## config.mk

```make
export PLATFORM = sky130hd
export DESIGN_NAME = serial_frame_tx
export DESIGN_NICKNAME = d
export VERILOG_FILES = /design/src/rtl/serial_frame_tx.sv
export SDC_FILE = /design/constraint.sdc
export NUM_CORES = 1
export LEC_CHECK = 0
export ABC_AREA = 1
export CORE_MARGIN = 2
export CORE_UTILIZATION = 53
export CTS_CLUSTER_SIZE = 20
export DETAILED_ROUTE_END_ITERATION = 12
export PLACE_DENSITY = 0.91
export SLEW_MARGIN = 20
export SYNTH_ARGS = -nofsm -noshare
export SYNTH_HDL_FRONTEND = slang
export SYNTH_SLANG_ARGS = --single-unit
```

## constraint.sdc

```tcl
create_clock -name clk -period 3 [get_ports clk]
set_input_delay 0.6 -clock clk [delete_from_list [all_inputs] [get_ports clk]]
set_output_delay 0.6 -clock clk [all_outputs]
set_load 0.005 [all_outputs]
```

## src/rtl/serial_frame_tx.sv

```systemverilog
// serial_frame_tx: LSB-first start/data/stop serializer, each bit held BIT_DIV clocks.
// Define SERIAL_FRAME_TX_PARITY_EN to insert an even-parity bit between data and stop.
module serial_frame_tx #(
    parameter int DATA_W  = 8,
    parameter int BIT_DIV = 4
) (
    input  logic              clk,
    input  logic              reset,
    input  logic [DATA_W-1:0] din,
    input  logic              din_valid,
    output logic              din_ready,
    output logic              sout,
    output logic              busy,
    output logic              frame_done
);
    localparam int DIV_W = BIT_DIV > 1 ? $clog2(BIT_DIV) : 1;
    localparam int BIT_W = DATA_W > 1 ? $clog2(DATA_W) : 1;
    localparam logic [DIV_W-1:0] DIV_MAX = DIV_W'(BIT_DIV - 1);
    localparam logic [BIT_W-1:0] BIT_MAX = BIT_W'(DATA_W - 1);

`ifdef SERIAL_FRAME_TX_PARITY_EN
    typedef enum logic [2:0] {IDLE, START, DATA, PARITY, STOP} state_t;
`else
    typedef enum logic [1:0] {IDLE, START, DATA, STOP} state_t;
`endif

    state_t            r_state, w_state_n;
    logic [DIV_W-1:0]  r_div, w_div_n;
    logic [BIT_W-1:0]  r_bit, w_bit_n;
    logic [DATA_W-1:0] r_sh, w_sh_n;
    logic              r_sout, r_busy, r_done;
    logic              w_sout_n, w_last, w_accept;
`ifdef SERIAL_FRAME_TX_PARITY_EN
    logic              r_par, w_par_n;
`endif

    assign din_ready  = (r_state == IDLE) && reset;
    assign w_accept   = din_valid && din_ready;
    assign w_last     = r_div == DIV_MAX;
    assign sout       = r_sout;
    assign busy       = r_busy;
    assign frame_done = r_done;

    always_comb begin
        w_state_n = r_state;
        w_div_n   = w_last ? '0 : r_div + 1'b1;
        w_bit_n   = r_bit;
        w_sh_n    = r_sh;
`ifdef SERIAL_FRAME_TX_PARITY_EN
        w_par_n   = r_par;
`endif
        case (r_state)
            IDLE: begin
                w_div_n = '0;
                if (w_accept) begin
                    w_state_n = START;
                    w_sh_n    = din;
                    w_bit_n   = '0;
`ifdef SERIAL_FRAME_TX_PARITY_EN
                    w_par_n   = ^din;
`endif
                end
            end
            START: if (w_last) w_state_n = DATA;
            DATA: if (w_last) begin
                w_sh_n  = r_sh >> 1;
                w_bit_n = r_bit + 1'b1;
                if (r_bit == BIT_MAX) begin
                    w_bit_n = '0;
`ifdef SERIAL_FRAME_TX_PARITY_EN
                    w_state_n = PARITY;
`else
                    w_state_n = STOP;
`endif
                end
            end
`ifdef SERIAL_FRAME_TX_PARITY_EN
            PARITY: if (w_last) w_state_n = STOP;
`endif
            STOP: if (w_last) w_state_n = IDLE;
            default: w_state_n = IDLE;
        endcase
        // outputs are registered, so they are decoded from the upcoming state
`ifdef SERIAL_FRAME_TX_PARITY_EN
        w_sout_n = w_state_n == START  ? 1'b0 :
                   w_state_n == DATA   ? w_sh_n[0] :
                   w_state_n == PARITY ? r_par : 1'b1;
`else
        w_sout_n = w_state_n == START ? 1'b0 :
                   w_state_n == DATA  ? w_sh_n[0] : 1'b1;
`endif
    end

    always_ff @(posedge clk) begin
        if (!reset) begin
            r_state <= IDLE;
            r_div   <= '0;
            r_bit   <= '0;
            r_sh    <= '0;
            r_sout  <= 1'b1;
            r_busy  <= 1'b0;
            r_done  <= 1'b0;
`ifdef SERIAL_FRAME_TX_PARITY_EN
            r_par   <= 1'b0;
`endif
        end else begin
            r_state <= w_state_n;
            r_div   <= w_div_n;
            r_bit   <= w_bit_n;
            r_sh    <= w_sh_n;
            r_sout  <= w_sout_n;
            r_busy  <= w_state_n != IDLE;
            r_done  <= (w_state_n == STOP) && (w_div_n == DIV_MAX);
`ifdef SERIAL_FRAME_TX_PARITY_EN
            r_par   <= w_par_n;
`endif
        end
    end
endmodule

```

**After elaboration in Yosys (flattened, before gate mapping)**

Cells that the tools add are included.

- Register bits after elaboration: 18
- Latch bits: 0
- Memory bits (writable): 0
- Bits in read-only memories: 0
- Bits of input ports: 11
- Output and inout port bits: 4
- Logic and storage cells: 45
- Memories kept: 0

- Add/sub/neg operators: 2
- $mul: 0
- Div/mod/pow operators: 0
- Order comparisons: 0
- Equality and inequality tests: 11
- Shift operators: 0
- Mux-type cells: 17
- Bitwise operators: 0
- Reductions and logical operators: 7

Operators by type and width:

| kind | number |
|---|---|
| two-way mux 8 bit | 2 |
| case mux 8 bit (2 select lines) | 1 |
| two-way mux 2 bit | 7 |
| equality test 2 bit, second input constant | 6 |
| two-way mux 3 bit | 3 |
| case mux 2 bit (4 select lines) | 1 |
| case mux 3 bit (2 select lines) | 1 |
| equality test 2 x 1 -> 1 bit, second input constant | 2 |
| inequality test 2 bit, second input constant | 2 |
| nonzero test 2 bit | 2 |
| adder 3 x 1 -> 3 bit, second input constant | 1 |
| equality test 3 bit, second input constant | 1 |
| logical AND 1 bit | 3 |
| AND reduction 3 bit | 1 |
| adder 2 x 1 -> 2 bit, second input constant | 1 |
| zero test 2 bit | 1 |
| two-way mux 1 bit | 2 |

**Longest topological paths before layout**

- Word-level depth: 8
- Depth in mapped cells: 8
- Gate-level depth less buffers: 8

**Least setup slack after synthesis**

No wires, ideal clock.

- Kind: input to output
- Start: in reset
- End: out din_ready
- Arrival: 897 ps
- Required time: 2400 ps
- Setup slack: 1503 ps
- Stages on the path: 3
- Buffers on the path: 1
- Path through: inv_1 buf_4 nor2_1

- Cells in the longest elaborated chain, start to end: 1

Ends and longest elaborated chain:

| element | line | source |
|---|---|---|
| from (decl) | 8 | `input logic reset,` |
| logical AND 1 bit | 37 | `assign din_ready = (r_state == IDLE) && reset;` |
| to (decl) | 11 | `output logic din_ready,` |

Every way passes these cells.

**Final worst setup path**

Ends and elaborated chain as after synthesis.

==> out/metrics.cfg <==
[status]
status=completed

[sta]
fin_crit_sh=0.787
maxSlewHeadroom=0.698
setup_viol=0
fin_skew_ns=0.00668
drv_slew=0
worst_pin_slew_ns=0.452
hold_violations=0
fmax_mhz=423
fin_crit_ns=2.36
holdWs_ns=0.473
rsz0062_at_grt=no
timing.setup.tns_ns=0

[global_route]
grt-ovfl-total=0
grtUsageTotal=0.197
antenna_found_initial=0
grt_pass1_vias=724
grt_pass1_wl_mm=2.82
grt_max_degree=13

[layout]
finish.instance_area_sq_um=1000
n_antenna_cell=0
area_growth_pct=21.0
stdcell_count=145
nets=145
layout-drive-gt1-share=0.0930

[worst_setup_path]
cp.required_ns=2.40
path_cells=clkdlybuf4s50_1, inv_1, nor2_1, clkdlybuf4s50_1
cp_max_fo=2
slowest_delay_ns=0.51
end_kind=primary output
reg2reg_setup_slack_ns=1.49
cp_num_buf_inv=3
crit_type=input port to primary output
timing.critical_path.max_delay_family=buffers and inverters
crit_slowest_cell=clkdlybuf4s50_1
crit_top_cell=clkdlybuf4s50_1
crit_arrival_ns=1.76
startpoint_type=input port

[clock_network]
htreeDepth=1
clk_latency_ns=0.30
cts_resized=0
numCtsBuffers=3
post_cts_buffers=0
path_clk_slew_ns=0.10
cts_buffer_depth=2
clock_sinks=18
cts_hold_buf=0
cts_tree=built
cts_root_buf=clkbuf_4

[place]
gp_congestion=0.777
place_inst=142
detailed_place_hpwl_mm=1.24
placed_cell_area_sq_um=980
io_buffers=14

[logic_synthesis]
syn_avg_cell_area_sq_um=7.33
synth_fp_nets=127
postSynthCellCount=113
yosysMostFrequentCell=nand2_1
ys_top_cells_by_area=dfxtp_1, nand2_1, nand3_1
post_synth_num_cell_types=21
synth_edf_count=0
yosysSeqAreaShare=0.435
synth_flop_cell=dfxtp_1
yosys-top-cells-count=nand2_1, dfxtp_1, nand3_1, inv_1, nor2_1
ys_async_sr_fraction=0
synth_top_cell_by_area=dfxtp_1
netlist_area_sq_um=828
yosysWarnings=0
synth_top_area_share=0.435
ys_ff_latch=18

[route]
drt.antenna.violating_nets=0
vias_per_cell=5.33
first_iter_violations=7
drt_drc_violations_left=0
wl_per_cell_microns=11.3
vias=773
wirelength_mm=1.64
firstDrtPassIters=4

[die]
dieArea_sq_um=1890
fp.coreArea_sq_um=1490
die_w_microns=43.5
rows=14
top_level_ports=15
initial_utilization=0.556
die_h_microns=43.5

[job]
drv_cap=0

[pwr]
total_power_uw=436
power.density_nw_per_um2=435
p_leak_uw=0.000477
vdd_drop_max_mv=0.308

[min_path]
hold_class=register to register

final timing paths:
| path | cells after the start | to | from |
|---|---|---|---|
| setup / recovery | 4 | din_ready | reset |
| hold / removal | 2 | r_sh[7] | r_sh[7] |
| setup reg to reg | 7 | r_sh[2] | r_state[1] |
| hold reg to reg | 2 | r_sh[7] | r_sh[7] |
area by class of cell:
class / instances / area, sq um
Clock buffer: 3 / 22.5
Tap cell: 16 / 20.0
Multi-Input combinational cell: 78 / 388
Sequential cell: 18 / 360
Timing Repair Buffer: 16 / 155
Fill cell: 147 / 487
Inverter: 14 / 56.3
kinds of logic after synthesis:
kind of cell / count (synthesis) / synth area share
buffers and inverters: 17 / 0.0967
AOI/OAI and AO/OA: 14 / 0.0906
and+or+nand+nor: 61 / 0.332
adders and majority gates: 3 / 0.0453
DFF: 18 / 0.435
metrics by stage:
stage               setup slack [ns]  utilization
finish                         0.638        0.673
detailed placement             0.638        0.658
global route                   0.580        0.673
floorplan                       1.50            -
CTS                            0.625        0.673
global placement               0.625        0.658
cells in the final DEF, fill, tap and decap left out:
cell / n
nand2_1: 28
dfxtp_1: 18
clkdlybuf4s50_1: 14
nand3_1: 13
inv_1: 12
nor2_1: 12
a21oi_1: 10
ha_1: 3
clkbuf_4: 3
nor2_2: 2
o21ai_0: 2
nor3_1: 2
buf_4: 2
nand3_4: 1
nand2_2: 1
inv_4: 1
clkinv_2: 1
nand4_1: 1
nand3b_1: 1
a21oi_2: 1
a31oi_1: 1
power breakdown:
part / internal [uW] / switching, uW / leakage [uW]
Clock: 46.8 / 75.5 / 0.0000138
Sequential: 250 / 6.57 / 0.000147
Combinational: 29.9 / 27.7 / 0.000316
Total: 326 / 110 / 0.000477
flip-flops by register name, summed over array words and instances (netlist names):
signal and flops:
r_sh 8, r_bit 3, r_div 2, r_state 2
busy 1, frame_done 1, sout 1
layer usage:
metal,up-vias,part of all wire,GRT usage
li1,392,-,-
met4,0,0.013,0.103
met5,-,0,0
met1,359,0.45,0.225
met3,2,0.038,0.0292
met2,20,0.50,0.352
tightest hold or removal path, stage by stage (launching register included):
cell     delay, ns
dfxtp_1       0.32
nand2_1       0.06
a21oi_1       0.05
Power figures use the tool's default switching activity.
